**config.mk**
```make
export PLATFORM = sky130hd
export DESIGN_NAME = board_debug_ctrl
export DESIGN_NICKNAME = d
export VERILOG_FILES = /design/src/rtl/board_dbg_pkg.sv /design/src/rtl/key_debounce.sv /design/src/rtl/board_debug_ctrl.sv
export SDC_FILE = /design/constraint.sdc
export NUM_CORES = 1
export LEC_CHECK = 0
export CORE_ASPECT_RATIO = 0.75
export CORE_UTILIZATION = 55
export DETAILED_ROUTE_END_ITERATION = 10
export PLACE_DENSITY = 0.95
export SYNTH_ARGS = -nofsm -noshare
export SYNTH_HDL_FRONTEND = slang
export SYNTH_HIERARCHICAL = 1
export SYNTH_SLANG_ARGS = --single-unit
```
**constraint.sdc**
```tcl
create_clock -name clk -period 5.5 [get_ports clk]
set_clock_uncertainty 0.15 [all_clocks]
set_input_delay 0.55 -clock clk [delete_from_list [all_inputs] [get_ports clk]]
set_output_delay 0.55 -clock clk [all_outputs]
set_load 0.02 [all_outputs]
```
**src/rtl/board_dbg_pkg.sv**
```systemverilog
// Shared definitions for the board debug controller.
//   - dbg_state_t : clock-enable FSM state encoding
//   - KEY_*       : bit positions of the push-buttons within key_n
//   - SEG_BLANK   : active-low pattern for an unlit digit
//   - hex_to_seg  : nibble -> active-low seven-segment pattern (g..a = [6:0])
package board_dbg_pkg;

  typedef enum logic [1:0] {
    STEP_IDLE  = 2'd0,
    STEP_PULSE = 2'd1,
    RUN        = 2'd2
  } dbg_state_t;

  localparam int KEY_STEP = 0;
  localparam int KEY_MODE = 1;
  localparam int KEY_HALT = 2;
  localparam int KEY_PAGE = 3;

  localparam logic [6:0] SEG_BLANK = 7'h7F;

  // Active-low glyphs; b and d are the lowercase forms so they differ from 8 and 0.
  function automatic logic [6:0] hex_to_seg(input logic [3:0] v);
    logic [6:0] seg;
    case (v)
      4'h0: seg = 7'h40;
      4'h1: seg = 7'h79;
      4'h2: seg = 7'h24;
      4'h3: seg = 7'h30;
      4'h4: seg = 7'h19;
      4'h5: seg = 7'h12;
      4'h6: seg = 7'h02;
      4'h7: seg = 7'h78;
      4'h8: seg = 7'h00;
      4'h9: seg = 7'h10;
      4'hA: seg = 7'h08;
      4'hB: seg = 7'h03;
      4'hC: seg = 7'h46;
      4'hD: seg = 7'h21;
      4'hE: seg = 7'h06;
      default: seg = 7'h0E;
    endcase
    return seg;
  endfunction

endpackage

```
**src/rtl/key_debounce.sv**
```systemverilog
// Debouncer for one active-low push-button.
// Ports:
//   clk, rst   : system clock, synchronous active-high reset
//   key_n      : raw asynchronous button level (0 = pressed)
//   pressed    : debounced level (1 = pressed)
//   press_evt  : one-cycle pulse on the released->pressed transition
module key_debounce #(
  parameter int DEBOUNCE_CYCLES = 50000
) (
  input  logic clk,
  input  logic rst,
  input  logic key_n,
  output logic pressed,
  output logic press_evt
);

  localparam int CNT_W = (DEBOUNCE_CYCLES > 1) ? $clog2(DEBOUNCE_CYCLES) : 1;
  localparam logic [CNT_W-1:0] CNT_LAST = CNT_W'(DEBOUNCE_CYCLES - 1);

  // Everything resets to "released" so a key held through reset is
  // treated as a brand-new press once it has been stable long enough.
  logic             sync1_reg;
  logic             sync2_reg;
  logic             level_reg;   // debounced raw level, 1 = released
  logic [CNT_W-1:0] cnt_reg;

  logic differ;
  logic settle;

  assign differ = (sync2_reg != level_reg);
  // Last qualifying cycle: the debounced level flips on this clock edge.
  assign settle = differ && (cnt_reg == CNT_LAST);

  always_ff @(posedge clk) begin
    if (rst) begin
      sync1_reg <= 1'b1;
      sync2_reg <= 1'b1;
      level_reg <= 1'b1;
      cnt_reg   <= '0;
    end else begin
      sync1_reg <= key_n;
      sync2_reg <= sync1_reg;
      if (!differ) begin
        cnt_reg <= '0;
      end else if (settle) begin
        level_reg <= sync2_reg;
        cnt_reg   <= '0;
      end else begin
        cnt_reg <= cnt_reg + 1'b1;
      end
    end
  end

  assign pressed = ~level_reg;
  // Decoded from the settle condition so the consumer sees the event on the
  // same edge the debounced level changes.
  assign press_evt = settle & ~sync2_reg;

endmodule

```
**src/rtl/board_debug_ctrl.sv**
```systemverilog
// Board debug/display controller sitting between KEY buttons, HEX displays
// and the CPU core.
// Ports:
//   clk, rst    : system clock, synchronous active-high reset
//   key_n[3:0]  : raw active-low buttons: step, mode, halt, page
//   ch_data     : NUM_CH flattened DATA_W-bit debug channels
//   cpu_clk_en  : one-cycle CPU advance pulse (step or free-run)
//   cpu_hlt     : halt level (debounced halt key)
//   run_mode    : 1 while free-running
//   ch_sel      : channel currently on the display
//   hex_n       : NUM_DIGITS active-low seven-segment digits
module board_debug_ctrl
  import board_dbg_pkg::*;
#(
  parameter int NUM_CH          = 4,
  parameter int DATA_W          = 32,
  parameter int NUM_DIGITS      = 6,
  parameter int DEBOUNCE_CYCLES = 50000,
  parameter int RUN_DIV         = 5000000
) (
  input  logic                       clk,
  input  logic                       rst,
  input  logic [3:0]                 key_n,
  input  logic [NUM_CH*DATA_W-1:0]   ch_data,
  output logic                       cpu_clk_en,
  output logic                       cpu_hlt,
  output logic                       run_mode,
  output logic [$clog2(NUM_CH)-1:0]  ch_sel,
  output logic [NUM_DIGITS*7-1:0]    hex_n
);

  localparam int CH_W  = $clog2(NUM_CH);
  localparam int DIV_W = (RUN_DIV > 1) ? $clog2(RUN_DIV) : 1;
  localparam logic [CH_W-1:0]  CH_LAST  = CH_W'(NUM_CH - 1);
  localparam logic [DIV_W-1:0] DIV_LAST = DIV_W'(RUN_DIV - 1);

  logic [3:0] key_pressed;
  logic [3:0] key_evt;

  genvar gi;
  generate
    for (gi = 0; gi < 4; gi++) begin : g_key
      key_debounce #(.DEBOUNCE_CYCLES(DEBOUNCE_CYCLES)) u_key (
        .clk       (clk),
        .rst       (rst),
        .key_n     (key_n[gi]),
        .pressed   (key_pressed[gi]),
        .press_evt (key_evt[gi])
      );
    end
  endgenerate

  // Only the halt key is used as a level; its press event is not needed.
  logic unused_keys;
  assign unused_keys = ^{key_pressed[KEY_STEP], key_pressed[KEY_MODE],
                         key_pressed[KEY_PAGE], key_evt[KEY_HALT]};

  logic step_evt, mode_evt, page_evt;
  assign step_evt = key_evt[KEY_STEP];
  assign mode_evt = key_evt[KEY_MODE];
  assign page_evt = key_evt[KEY_PAGE];

  // ---------------- clock-enable FSM ----------------
  dbg_state_t       state_reg, state_next;
  logic [DIV_W-1:0] div_reg, div_next;
  logic             pulse;

  always_ff @(posedge clk) begin
    if (rst) begin
      state_reg <= STEP_IDLE;
      div_reg   <= '0;
    end else begin
      state_reg <= state_next;
      div_reg   <= div_next;
    end
  end

  always_comb begin
    state_next = state_reg;
    div_next   = div_reg;
    pulse      = 1'b0;
    case (state_reg)
      STEP_IDLE: begin
        // Mode takes priority over a coincident step.
        if (mode_evt) begin
          state_next = RUN;
          div_next   = '0;
        end else if (step_evt) begin
          state_next = STEP_PULSE;
        end
      end
      STEP_PULSE: begin
        pulse      = 1'b1;
        state_next = STEP_IDLE;
      end
      RUN: begin
        div_next = (div_reg == DIV_LAST) ? '0 : div_reg + 1'b1;
        if (mode_evt) begin
          state_next = STEP_IDLE;
        end else begin
          pulse = (div_reg == DIV_LAST);
        end
      end
      default: state_next = STEP_IDLE;
    endcase
  end

  // Halt only masks the pulse; the FSM and divider keep going, so a step
  // taken while halted is swallowed.
  assign cpu_hlt    = key_pressed[KEY_HALT];
  assign cpu_clk_en = pulse & ~cpu_hlt;
  assign run_mode   = (state_reg == RUN);

  // ---------------- page select ----------------
  logic [CH_W-1:0] ch_sel_reg;

  always_ff @(posedge clk) begin
    if (rst) begin
      ch_sel_reg <= '0;
    end else if (page_evt) begin
      ch_sel_reg <= (ch_sel_reg == CH_LAST) ? '0 : ch_sel_reg + 1'b1;
    end
  end

  assign ch_sel = ch_sel_reg;

  // ---------------- display ----------------
  logic [DATA_W-1:0]       sel_data;
  logic [NUM_DIGITS*7-1:0] hex_next;
  logic [NUM_DIGITS*7-1:0] hex_reg;

  assign sel_data = ch_data[int'(ch_sel_reg)*DATA_W +: DATA_W];

  generate
    for (gi = 0; gi < NUM_DIGITS - 1; gi++) begin : g_digit
      if (gi < DATA_W / 4) begin : g_nib
        assign hex_next[gi*7 +: 7] = hex_to_seg(sel_data[gi*4 +: 4]);
      end else begin : g_blank
        assign hex_next[gi*7 +: 7] = SEG_BLANK;
      end
    end
  endgenerate

  assign hex_next[(NUM_DIGITS-1)*7 +: 7] = hex_to_seg(4'(ch_sel_reg));

  always_ff @(posedge clk) begin
    if (rst) begin
      hex_reg <= {NUM_DIGITS*7{1'b1}};
    end else begin
      hex_reg <= hex_next;
    end
  end

  assign hex_n = hex_reg;

endmodule

```
After elaboration in Yosys (flattened, before gate mapping) --
Memory sizes are Yosys's and may differ from the RTL's. A register that Yosys moved wholly into a read port is not among the register bits. Cells that the tools add are included.
Word-level totals: output and inout bits 47, memories kept 5, input port bits 134, register bits 145, memory bits (read-only) 560, word-level logic and storage cells 89
Memories:
- (name not given) | depth 16, bits a word 7, read ports 1, clocked after memory_dff 1, write ports 0, line board_dbg_pkg.sv:24 | case (v)
- (name not given) | depth 16, bits a word 7, read ports 1, clocked after memory_dff 1, write ports 0, line board_dbg_pkg.sv:24
- (name not given) | depth 16, bits a word 7, read ports 1, clocked after memory_dff 1, write ports 0, line board_dbg_pkg.sv:24
- (name not given) | depth 16, bits a word 7, read ports 1, clocked after memory_dff 1, write ports 0, line board_dbg_pkg.sv:24
- (name not given) | depth 16, bits a word 7, read ports 1, clocked after memory_dff 1, write ports 0, line board_dbg_pkg.sv:24
Cells by class: muxes and demuxes 11, shift-type cells 1, reduce and logical (&&, ||, !) cells 17, add/subtract/negate cells 6, eq/ne operators 17, bitwise gates (word level) 12
Operator list (count):
- indexed part select 128 x 8 -> 20 bit | 1
- adder 16 x 1 -> 16 bit (second input constant) | 4
- == test 16 bit (second input constant) | 4
- 2-to-1 mux 23 bit | 2
- case mux 23 bit (2 select lines) | 1
- case mux 7 bit (4 select lines) | 1
- adder 23 x 1 -> 23 bit (second input constant) | 1
- == test 23 bit (second input constant) | 1
- AND reduction 2 bit | 6
- OR reduction 3 bit | 4
- 2-to-1 mux 2 bit | 4
- NOT 1 bit | 8
- == test 2 bit (second input constant) | 3
- bitwise AND 1 bit | 4
- == test 2 x 1 -> 1 bit (second input constant) | 2
- logical AND 1 bit | 4
- logical NOT 2 bit | 2
- inequality test 1 bit | 4
- inequality test 2 x 1 -> 1 bit (second input constant) | 2
- case mux 2 bit (2 select lines) | 1
- inequality test 3 x 1 -> 1 bit (second input constant) | 1
- adder 2 x 1 -> 2 bit (second input constant) | 1
- case mux 1 bit (2 select lines) | 1
- nonzero test 2 bit | 1
- 2-to-1 mux 1 bit | 1

Logic depth before layout (Yosys ltp) --
Gate-level depths: netlist of the first run.
depth after elaboration 6, gate-level depth with buffers 11

Hierarchy --
Netlist of the first run, hierarchy kept.
By module, submodules not included:
- board_debug_ctrl | area each 4232.8 sq um, instances 1, cells each 448
- key_debounce | area each 878.3 sq um, instances 4, cells each 91

Worst setup path after synthesis of the first run --
No wires, ideal clock.
path type register to register, start register ch_sel_reg[0] (netlist: ch_sel[0]), end register hex_reg[13] (netlist: hex_n[13]), cell stages (with the launch flop) 9, setup slack 2949 ps, arrival 2245 ps, cells stage by stage dfxtp_1 > buf_6 > buf_6 > buf_4 > mux4_2 > ha_1 > mux2_2 > nand2_1 > o311ai_0
On the way: cells in the longest elaborated chain, start to end 1
Ends and longest elaborated chain:
- from (decl) | line board_debug_ctrl.sv:115 | logic [CH_W-1:0] ch_sel_reg;
- from (signal assigned) | line board_debug_ctrl.sv:121 | ch_sel_reg <= (ch_sel_reg == CH_LAST) ? '0 : ch_sel_reg + 1'b1;
- indexed part select 128 x 8 -> 20 bit | line board_debug_ctrl.sv:132 | assign sel_data = ch_data[int'(ch_sel_reg)*DATA_W +: DATA_W];
- to (decl) | line board_debug_ctrl.sv:130 | logic [NUM_DIGITS*7-1:0] hex_reg;
Every way passes these cells. A chain may end at the register's enable or synchronous reset.

Worst setup path in the final report of the first run --
start register g_key[1].u_key.cnt_reg[0], end output cpu_clk_en
On the way: cells in the longest elaborated chain, start to end 6
Ends and longest elaborated chain:
- from (decl) | line key_debounce.sv:25 | logic [CNT_W-1:0] cnt_reg;
- from (signal assigned) | line key_debounce.sv:49 | cnt_reg <= cnt_reg + 1'b1;
- == test 16 bit | line key_debounce.sv:32 | assign settle = differ && (cnt_reg == CNT_LAST);
- logical AND 1 bit | line key_debounce.sv:32
- bitwise AND 1 bit | line key_debounce.sv:57 | assign press_evt = settle & ~sync2_reg;
- via key_evt[1] | line board_debug_ctrl.sv:38 | logic [3:0] key_evt;
- 2-to-1 mux 1 bit | line board_debug_ctrl.sv:98 | if (mode_evt) begin
- case mux 1 bit (2 select lines) | line board_debug_ctrl.sv:82 | case (state_reg)
- bitwise AND 1 bit | line board_debug_ctrl.sv:111 | assign cpu_clk_en = pulse & ~cpu_hlt;
- to (decl) | line board_debug_ctrl.sv:25 | output logic cpu_clk_en,
The timed path passes the listed nets, and every way through them passes these cells.

==> reports/results.md, run 1 <==
| Group | Quantity | Value |
| --- | --- | --- |
| global route | All-layer global routing usage | 0.282 |
| synth | YS warnings | 41 |
| global route | Initial antenna violation count | 0 |
| power and ir drop | Relative contribution of sequential cells to total power | 0.425 |
| cts | TritonCTS Buffers | 17 |
| critical path | Series of cell instances along the critical path | ha_1 -> and3_1 -> nand4_1 -> nor3_1 -> nor2_1 -> a31oi_1 -> nor3b_1 -> clkdlybuf4s50_1 |
| synth | Netlist area before placement | 7730 um2 |
| critical path | Worst Setup SP | g_key[1].u_key/cnt_reg[0] |
| critical path | Required time of the critical path | 4.80 ns |
| power and ir drop | Power Dens Cells | 261 nW/um2 |
| status | Outcome | finished clean |
| floorplan | Width of the die | 139 um |
| route | Antenna-violating nets left | 0 |
| global route | Via count of the first global-routing pass | 6594 |
| cells and area | Layout cell share with drive strength beyond 1 | 0.135 |
| floorplan | Initial core utilization | 0.564 |
| floorplan | Core area | 13700 um2 |
| route | Initial detailed-routing violation count | 450 |
| global route | Total gr overflow | 0 |
| power and ir drop | Worst-case vdd ir drop | 0.285 mV |
| power and ir drop | Cell Int Power | 1.93 mW |
| sta | Highest clock rate | 275 MHz |
| cells and area | Area growth from synthesis to layout | 25.9% |
| route | Detailed-route vias per instance | 5.91 |
| route | Total detailed-routing wirelength | 19700 um |
| cts | Clock-pin slew of the registers on the worst-case setup and hold paths | 0.06 ns |
| critical path | Number of cell instances on the worst register-to-register path | 9 |
| cts | Post_cts resized | 0 |
| critical path | Critical path start-end classification | flip-flop to primary output |
| sta | Hold Fails Final Rpt | 0 |
| cts | Number of buffers on the longest clock path | 2 |
| placed design | Final weighted congestion in routability-driven placement | 0.860 |
| sta | Final setup violation count | 0 |
| floorplan | Full die area | 14500 um2 |
| job | Max-cap violations | 0 |
| synth | Synth Instances | 810 |
| sta | Final Max Slew Viols | 0 |
| placed design | Input/output buffers | 132 |
| min path | Type of the tightest min-delay check | flip-flop to flip-flop |
| route | Total DRC errors in the routed layout | 0 |
| sta | Transition time of the tightest slew-check pin | 1.21 ns |
| critical path | Largest delay share family, worst path | simple AND/OR/NAND/NOR gates |
| power and ir drop | Clock power frac | 0.468 |
| critical path | Stage delay of the slowest cell on the critical path | 0.62 ns |
| min path | Hold wc startpoint | g_key[2].u_key/sync1_reg |
| cts | Post-CTS Repair Setup Buffers | 0 |
| synth | Synthesized net count | 986 |
| critical path | Worst path arrival time | 2.94 ns |
| power and ir drop | Static leakage | 3.41 nW |
| cts | Clock network latency to the later pin of the worst-skew pair | 0.42 ns |
| global route | Maximum number of pins on one net before global-route repair | 39 |
| critical path | Start of the worst register-to-register path | g_key[1].u_key/cnt_reg[0] |
| floorplan | Ports | 181 |
| sta | Worst max-slew margin expressed relative to the limit | 0.193 |
| critical path | Maximum net fanout on the critical path | 6 |
| critical path | Total stage count of the critical path | 8 |
| critical path | Type of element launching the critical path | flip-flop |
| critical path | Slowest CP cell | sky130_fd_sc_hd__nor3_1 |
| cts | Clock Root Buffer | sky130_fd_sc_hd__clkbuf_16 |
| sta | Tcrit/Tclk final | 0.662 |
| power and ir drop | Reported net switching power | 0.611 mW |
| route | Routed length per instance | 17.5 um |
| placed design | Detail Placement HPWL | 13300 um |
| critical path | Worst Setup End Kind | primary output |
| route | Count of TritonRoute iterations in the first routing pass | 7 |
| placed design | Worst slack, placed | 2.32 ns |
| cells and area | Max reg flops | 64 |
| floorplan | Row count | 37 |
| cts | CTS sink cnt | 144 |
| power and ir drop | Combinational share of power | 0.107 |
| sta | Total Neg Setup Slack | 0 ns |
| cells and area | Number of antenna diodes | 0 |
| floorplan | Die height | 105 um |
| synth | Post-Synthesis Mean Instance Area | 9.55 um2 |
| sta | Shortest period the worst path allows | 3.64 ns |
| sta | RSZ-0062 raised after global routing | false |
| cells and area | Count of nets after finishing | 1113 |
| cts | # hold bufs at CTS | 0 |
| sta | Worst Setup Slack, final | 1.86 ns |
| min path | Hold depth | 1 |
| power and ir drop | Switching share of power | 0.241 |
| cts | H-tree lvl count | 4 |
| route | Total number of vias | 6651 |
| critical path | CP Buf/Inv Count | 1 |
| cts | Clock tree from TritonCTS | yes |
| global route | Global-route wire length before repair | 32500 um |
==> cells in the final DEF, fill, tap and decap left out, types with 20 or more instances in the layout <==
cell type,count
sky130_fd_sc_hd__ha_1,42
sky130_fd_sc_hd__o21ai_0,20
sky130_fd_sc_hd__nand2_1,69
sky130_fd_sc_hd__nand3_1,38
sky130_fd_sc_hd__nor4_2,24
sky130_fd_sc_hd__nand4_1,29
sky130_fd_sc_hd__clkdlybuf4s50_1,132
sky130_fd_sc_hd__inv_1,39
sky130_fd_sc_hd__mux4_2,20
sky130_fd_sc_hd__dfxtp_1,144
sky130_fd_sc_hd__xor2_1,20
sky130_fd_sc_hd__nor2_1,98
sky130_fd_sc_hd__xnor2_1,50
==> worst paths after layout <==
| path | to | slack (ns) |
|---|---|---|
| min | g_key[2].u_key/sync2_reg | 0.26 |
| max | cpu_clk_en | 1.86 |
| max reg2reg | div_reg[22] | 2.20 |
| min reg2reg | g_key[2].u_key/sync2_reg | 0.26 |
==> worst reg2reg max path, delay by kind of cell (launching register included) <==
family | cells | cell delay, ns
xor gates and xnor gates | 1 | 0.22
adders and majority gates | 1 | 0.23
DFF | 1 | 0.39
muxes | 1 | 0.36
and+or+nand+nor | 6 | 1.84
==> power by group through the flow <==
stage / logic (mW) / registers (mW) / clock network [mW]
finish: 0.273 / 1.08 / 1.19
global route: 0.289 / 1.08 / 1.26
CTS: 0.269 / 1.08 / 1.21
detailed placement: 0.264 / 1.10 / 0
global placement: 0.253 / 1.10 / 0
floorplan: 0.0969 / 1.13 / 0
==> per-stage QoR <==
step	hold WS [ns]	std cells	total power [mW]	area (um2)	utilization
5_1_grt	0.279	1125	2.63	9740	0.711
2_1_floorplan	0.239	810	1.23	7730	-
6_report	0.258	1125	2.54	9740	0.711
3_5_place_dp	0.243	1093	1.37	9130	0.667
3_3_place_gp	0.243	1093	1.35	9130	0.667
4_1_cts	0.258	1125	2.56	9740	0.711
==> cell type report <==
type                       count  area (um2)
clock buffer                  18         429
clock inverter                14         179
fill                         922        3960
inverter                      39         146
multi-input combinational    600        4540
sequential                   144        2880
tap                          175         219
timing repair buffer         135        1340
==> per-layer routing <==
layer | track usage | wire length, um | vias up
li1 | - | - | 3149
met1 | 0.347 | 8240 | 3171
met2 | 0.470 | 9810 | 287
met3 | 0.0651 | 1280 | 44
met4 | 0.129 | 406 | 0
met5 | 0 | 0 | -
Power figures use the tool's default switching activity.
==> run 2: changes to the inputs <==
--- a/config.mk
+++ b/config.mk
@@ -6,9 +6,9 @@
 export NUM_CORES = 1
 export LEC_CHECK = 0
 export CORE_ASPECT_RATIO = 0.75
-export CORE_UTILIZATION = 55
+export CORE_UTILIZATION = 46
 export DETAILED_ROUTE_END_ITERATION = 10
-export PLACE_DENSITY = 0.95
+export PLACE_DENSITY = 0.85
 export SYNTH_ARGS = -nofsm -noshare
 export SYNTH_HDL_FRONTEND = slang
 export SYNTH_HIERARCHICAL = 1
==> constraint.sdc (replaced) <==
create_clock -name clk -period 3 [get_ports clk]
set_clock_uncertainty 0.15 [all_clocks]
set_input_delay 0.3 -clock clk [delete_from_list [all_inputs] [get_ports clk]]
set_output_delay 0.3 -clock clk [all_outputs]
set_load 0.02 [all_outputs]
==> run 2 against run 1 <==
Against the previous run:
- global-route usage shrank 7.4 points
- cell count increased by 3.6%
- design area grew 0.54%
- largest cell class unchanged
==> reports/results.md, run 2 (synthesized netlist as in run 1, its figures left out) <==
| Group | Quantity | Value |
| --- | --- | --- |
| global route | Via count of the first global-routing pass | 5894 |
| critical path | Type of element launching the critical path | flip-flop |
| sta | Total Neg Setup Slack | 0 ns |
| cells and area | Area growth from synthesis to layout | 26.6% |
| power and ir drop | Combinational share of power | 0.107 |
| sta | Final setup violation count | 0 |
| cells and area | Sequential cell area | 2880 um2 |
| cts | Post_cts resized | 1 |
| power and ir drop | Cell Int Power | 3.40 mW |
| floorplan | Initial core utilization | 0.477 |
| cts | Clock-pin slew of the registers on the worst-case setup and hold paths | 0.06 ns |
| sta | Shortest period the worst path allows | 2.79 ns |
| floorplan | Full die area | 17300 um2 |
| sta | Highest clock rate | 358 MHz |
| critical path | Series of cell instances along the critical path | ha_1 -> and3_1 -> nand4_1 -> nor3_1 -> buf_4 -> nor2_1 -> a31oi_1 -> nor3b_1 -> dlygate4sd2_1 |
| cts | # hold bufs at CTS | 0 |
| floorplan | Core area | 16200 um2 |
| power and ir drop | Static leakage | 3.43 nW |
| min path | Hold wc startpoint | g_key[2].u_key/sync1_reg |
| global route | Global-route wire length before repair | 28500 um |
| placed design | Post-detailed-placement cell area | 9230 um2 |
| cts | Clock Root Buffer | sky130_fd_sc_hd__clkbuf_16 |
| floorplan | Ports | 181 |
| cells and area | Summed area of non-filler cells in the final layout | 9790 um2 |
| route | Total DRC errors in the routed layout | 0 |
| critical path | Critical path start-end classification | flip-flop to primary output |
| placed design | Final weighted congestion in routability-driven placement | 0.863 |
| critical path | Worst Setup SP | g_key[1].u_key/cnt_reg[0] |
| critical path | Maximum net fanout on the critical path | 6 |
| placed design | Worst slack, placed | 0.358 ns |
| global route | Initial antenna violation count | 0 |
| placed design | Input/output buffers | 132 |
| cts | TritonCTS Buffers | 17 |
| route | Detail Route met2 WL | 8070 um |
| power and ir drop | Clock power frac | 0.450 |
| power and ir drop | Reported net switching power | 1.06 mW |
| route | Metal-1 WL | 8390 um |
| route | Detailed-route vias per instance | 5.38 |
| sta | Worst Setup Slack, final | 0.208 ns |
| min path | Type of the tightest min-delay check | flip-flop to flip-flop |
| route | Met3 routed wirelength | 717 um |
| power and ir drop | Relative contribution of sequential cells to total power | 0.443 |
| critical path | CP Buf/Inv Count | 2 |
| cells and area | Layout cell share with drive strength beyond 1 | 0.139 |
| sta | RSZ-0062 raised after global routing | false |
| route | Total detailed-routing wirelength | 17400 um |
| cells and area | Leading cell type in the layout, fill and taps excluded | sky130_fd_sc_hd__dfxtp_1 |
| cells and area | Number of antenna diodes | 0 |
| placed design | Detail Placement HPWL | 12900 um |
| cells and area | Area used by multi-input combinational logic | 4540 um2 |
| sta | Final Max Slew Viols | 0 |
| route | Count of TritonRoute iterations in the first routing pass | 5 |
| route | Top metal layer carrying routed signals | met4 |
| sta | Final worst hold slack | 0.259 ns |
| power and ir drop | Worst-case vdd ir drop | 0.445 mV |
| route | Antenna-violating nets left | 0 |
| floorplan | Row count | 40 |
| critical path | Slowest CP cell | sky130_fd_sc_hd__dfxtp_1 |
| cells and area | Max reg flops | 64 |
| power and ir drop | Switching share of power | 0.238 |
| cts | H-tree lvl count | 4 |
| sta | Transition time of the tightest slew-check pin | 0.575 ns |
| sta | Hold Fails Final Rpt | 0 |
| cells and area | Layout fillers | 1366 |
| power and ir drop | Power Dens Cells | 456 nW/um2 |
| sta | Worst max-slew margin expressed relative to the limit | 0.614 |
| global route | Total gr overflow | 0 |
| critical path | Largest delay share family, worst path | simple AND/OR/NAND/NOR gates |
| global route | All-layer global routing usage | 0.209 |
| cells and area | Count of nets after finishing | 1118 |
| cts | Number of buffers on the longest clock path | 2 |
| critical path | Worst path arrival time | 2.34 ns |
| cells and area | Commonest non-fill, non-tap cells in the layout | sky130_fd_sc_hd__dfxtp_1 (144), sky130_fd_sc_hd__clkdlybuf4s50_1 (131), sky130_fd_sc_hd__nor2_1 (98) |
| job | Max-cap violations | 0 |
| power and ir drop | Overall power | 4.47 mW |
| floorplan | Width of the die | 152 um |
| critical path | Start of the worst register-to-register path | g_key[1].u_key/cnt_reg[0] |
| sta | Tcrit/Tclk final | 0.931 |
| critical path | Stage delay of the slowest cell on the critical path | 0.39 ns |
| cells and area | Final cell count without fillers | 1165 |
| cts | Clock network latency to the later pin of the worst-skew pair | 0.41 ns |
| cells and area | Share of the core filled with cells in the final layout | 0.604 |
| placed design | DP Cell Count | 1133 |
| route | Total number of vias | 6271 |
| status | Outcome | finished clean |
| critical path | Required time of the critical path | 2.55 ns |
| floorplan | Die height | 114 um |
| route | Initial detailed-routing violation count | 317 |
| global route | Maximum number of pins on one net before global-route repair | 39 |
| critical path | Worst Setup End Kind | primary output |
| cts | CTS sink cnt | 144 |
| route | Routed length per instance | 14.9 um |
| cts | Clock tree from TritonCTS | yes |
| cts | Post-CTS Repair Setup Buffers | 0 |
==> run 2: final timing paths <==
kind              depth (start not counted)                  endpoint  slack (ns)
setup / recovery                          9                cpu_clk_en        0.21
setup reg to reg                         10               div_reg[22]        0.34
hold / removal                            1  g_key[2].u_key/sync2_reg        0.26
hold reg to reg                           1  g_key[2].u_key/sync2_reg        0.26
==> run 2: area by class of cell <==
type,count,share of cell area
flip-flops and latches,144,0.294
repair buffers,140,0.142
inverters,39,0.0149
well taps,210,0.0268
clock inverters,12,0.0114
multi-input cells,600,0.464
clock buffers,20,0.0466
==> run 2: power by group through the flow <==
stage	Clock, mW	Sequential, mW	Combinational [mW]
CTS	2.06	1.98	0.477
global placement	0	2.02	0.466
global route	2.15	1.98	0.512
floorplan	0	2.07	0.178
finish	2.01	1.98	0.477
detailed placement	0	2.02	0.475
==> run 2: metal layers <==
layer | vias up | GRT usage
li1 | 3168 | -
met3 | 15 | 0.0434
met2 | 136 | 0.321
met5 | - | 0
met1 | 2952 | 0.294
met4 | 0 | 0.0594
==> run 3: changes to the inputs <==
--- a/config.mk
+++ b/config.mk
@@ -6,9 +6,10 @@
 export NUM_CORES = 1
 export LEC_CHECK = 0
 export CORE_ASPECT_RATIO = 0.75
-export CORE_UTILIZATION = 46
+export CORE_UTILIZATION = 51
 export DETAILED_ROUTE_END_ITERATION = 10
-export PLACE_DENSITY = 0.85
+export PLACE_DENSITY = 0.89
+export SKIP_CTS_REPAIR_TIMING = 1
 export SYNTH_ARGS = -nofsm -noshare
 export SYNTH_HDL_FRONTEND = slang
 export SYNTH_HIERARCHICAL = 1
==> constraint.sdc (replaced) <==
create_clock -name clk -period 3.04 [get_ports clk]
set_clock_uncertainty 0.15 [all_clocks]
set_input_delay 0.304 -clock clk [delete_from_list [all_inputs] [get_ports clk]]
set_output_delay 0.304 -clock clk [all_outputs]
set_load 0.02 [all_outputs]
==> run 3 against run 2 <==
Against the previous run:
- total power fell by 2.2%
- die area down 9.7%
- first-iteration DRC count is 62% higher
- critical path type unchanged
- largest cell class unchanged
- largest power group is now sequential cells
==> reports/results.md, run 3 (synthesized netlist as in run 1, its figures left out) <==
| Group | Quantity | Value |
| --- | --- | --- |
| status | Outcome | finished clean |
| critical path | Maximum net fanout on the critical path | 4 |
| cts | CTS sink cnt | 144 |
| global route | All-layer global routing usage | 0.245 |
| critical path | Worst path arrival time | 2.24 ns |
| route | Routed length per instance | 16.4 um |
| floorplan | Full die area | 15700 um2 |
| critical path | Series of cell instances along the critical path | or4b_4 -> nor4_4 -> a31oi_1 -> nor3b_1 -> dlymetal6s2s_1 |
| floorplan | Ports | 181 |
| critical path | Reg-to-reg critical path endpoint | div_reg[22] |
| power and ir drop | Overall power | 4.37 mW |
| placed design | Input/output buffers | 132 |
| sta | Worst Setup Slack, final | 0.344 ns |
| min path | Worst Hold Endpoint | g_key[0].u_key/sync2_reg |
| cts | H-tree lvl count | 4 |
| sta | Transition time of the tightest slew-check pin | 0.547 ns |
| critical path | Largest delay share family, worst path | simple AND/OR/NAND/NOR gates |
| min path | Type of the tightest min-delay check | flip-flop to flip-flop |
| cells and area | Leading cell type in the layout, fill and taps excluded | sky130_fd_sc_hd__dfxtp_1 |
| cells and area | Area growth from synthesis to layout | 26.2% |
| min path | Hold wc startpoint | g_key[0].u_key/sync1_reg |
| critical path | Start of the worst register-to-register path | g_key[1].u_key/cnt_reg[0] |
| sta | Shortest period the worst path allows | 2.70 ns |
| route | Total detailed-routing wirelength | 18900 um |
| cells and area | Number of antenna diodes | 0 |
| global route | Initial antenna violation count | 0 |
| floorplan | Initial core utilization | 0.528 |
| critical path | Worst Setup End Kind | primary output |
| critical path | Stage delay of the slowest cell on the critical path | 0.56 ns |
| critical path | CP Buf/Inv Count | 1 |
| critical path | Type of element launching the critical path | flip-flop |
| cts | TritonCTS Buffers | 17 |
| placed design | Worst slack, placed | 0.384 ns |
| sta | Total Neg Setup Slack | 0 ns |
| sta | Hold Fails Final Rpt | 0 |
| sta | Highest clock rate | 371 MHz |
| cells and area | Commonest non-fill, non-tap cells in the layout | sky130_fd_sc_hd__dfxtp_1 (144), sky130_fd_sc_hd__clkdlybuf4s50_1 (131), sky130_fd_sc_hd__nor2_1 (98) |
| floorplan | Core area | 14600 um2 |
| route | Antenna-violating nets left | 0 |
| cells and area | Max reg flops | 64 |
| placed design | Final weighted congestion in routability-driven placement | 0.886 |
| cts | Number of buffers on the longest clock path | 2 |
| sta | Final setup violation count | 0 |
| critical path | Slowest CP cell | sky130_fd_sc_hd__or4b_4 |
| cells and area | Layout fillers | 1092 |
| job | Max-cap violations | 0 |
| power and ir drop | Worst-case vdd ir drop | 0.393 mV |
| cells and area | Count of nets after finishing | 1117 |
| placed design | Detail Placement HPWL | 13200 um |
| sta | Tcrit/Tclk final | 0.887 |
| critical path | Number of cell instances on the worst register-to-register path | 10 |
| floorplan | Width of the die | 144 um |
| global route | Via count of the first global-routing pass | 6226 |
| route | Initial detailed-routing violation count | 514 |
| critical path | Critical path start-end classification | flip-flop to primary output |
| global route | Maximum number of pins on one net before global-route repair | 39 |
| floorplan | Row count | 38 |
| critical path | Required time of the critical path | 2.59 ns |
| critical path | Worst Setup SP | div_reg[7] |
| route | Count of TritonRoute iterations in the first routing pass | 5 |
| route | Total number of vias | 6540 |
| critical path | Register-to-register setup slack | 0.38 ns |
| power and ir drop | Static leakage | 3.42 nW |
| cts | Clock network latency to the later pin of the worst-skew pair | 0.42 ns |
| cells and area | Layout cell share with drive strength beyond 1 | 0.138 |
| cts | Clock tree from TritonCTS | yes |
| sta | Worst max-slew margin expressed relative to the limit | 0.634 |
| route | Total DRC errors in the routed layout | 0 |
| global route | Total gr overflow | 0 |
| power and ir drop | Power Dens Cells | 447 nW/um2 |
| route | Detailed-route vias per instance | 5.67 |
| min path | Hold depth | 1 |
| cts | Clock-pin slew of the registers on the worst-case setup and hold paths | 0.06 ns |
| global route | Global-route wire length before repair | 30100 um |
| cts | Clock Root Buffer | sky130_fd_sc_hd__clkbuf_16 |
| floorplan | Die height | 109 um |
| sta | RSZ-0062 raised after global routing | false |
| sta | Final Max Slew Viols | 0 |
==> run 3: worst max-delay path by stage <==
stage | endpoint | slack (ns) | depth (start not counted)
floorplan | hex_n[13] | 0.49 | 8
global placement | cpu_clk_en | 0.41 | 5
detailed placement | cpu_clk_en | 0.38 | 5
CTS | cpu_clk_en | -0.07 | 5
global route | div_reg[14] | 0.19 | 10
finish | cpu_clk_en | 0.34 | 5
==> run 3: layout make-up <==
| type | instances | area, um2 | share of cell area |
|---|---|---|---|
| well taps | 200 | 250 | 0.0256 |
| clock inverters | 11 | 83.8 | 0.00859 |
| inverters | 39 | 146 | 0.0150 |
| repair buffers | 139 | 1390 | 0.142 |
| clock buffers | 21 | 470 | 0.0482 |
| multi-input cells | 600 | 4540 | 0.465 |
| flip-flops and latches | 144 | 2880 | 0.295 |
==> run 3: through the flow <==
step                std cells  cell area, um2   util  hold WS [ns]
detailed placement       1122            9210  0.629         0.243
global placement         1122            9210  0.629         0.242
floorplan                 810            7730      -         0.182
global route             1154            9760  0.667         0.270
CTS                      1154            9760  0.667         0.263
finish                   1154            9760  0.667         0.261
==> run 3: layer usage <==
layer  GRT usage  up-vias  share of wire
li1            -     3159              -
met1       0.324     3132           0.45
met2       0.389      206           0.48
met3      0.0496       43          0.049
met4       0.110        0          0.027
met5           0        -              0
==> run 3: where the power goes <==
| part | internal, mW | switching (mW) |
|---|---|---|
| clock network | 1.11 | 0.822 |
| registers | 1.94 | 0.0175 |
| logic | 0.252 | 0.230 |
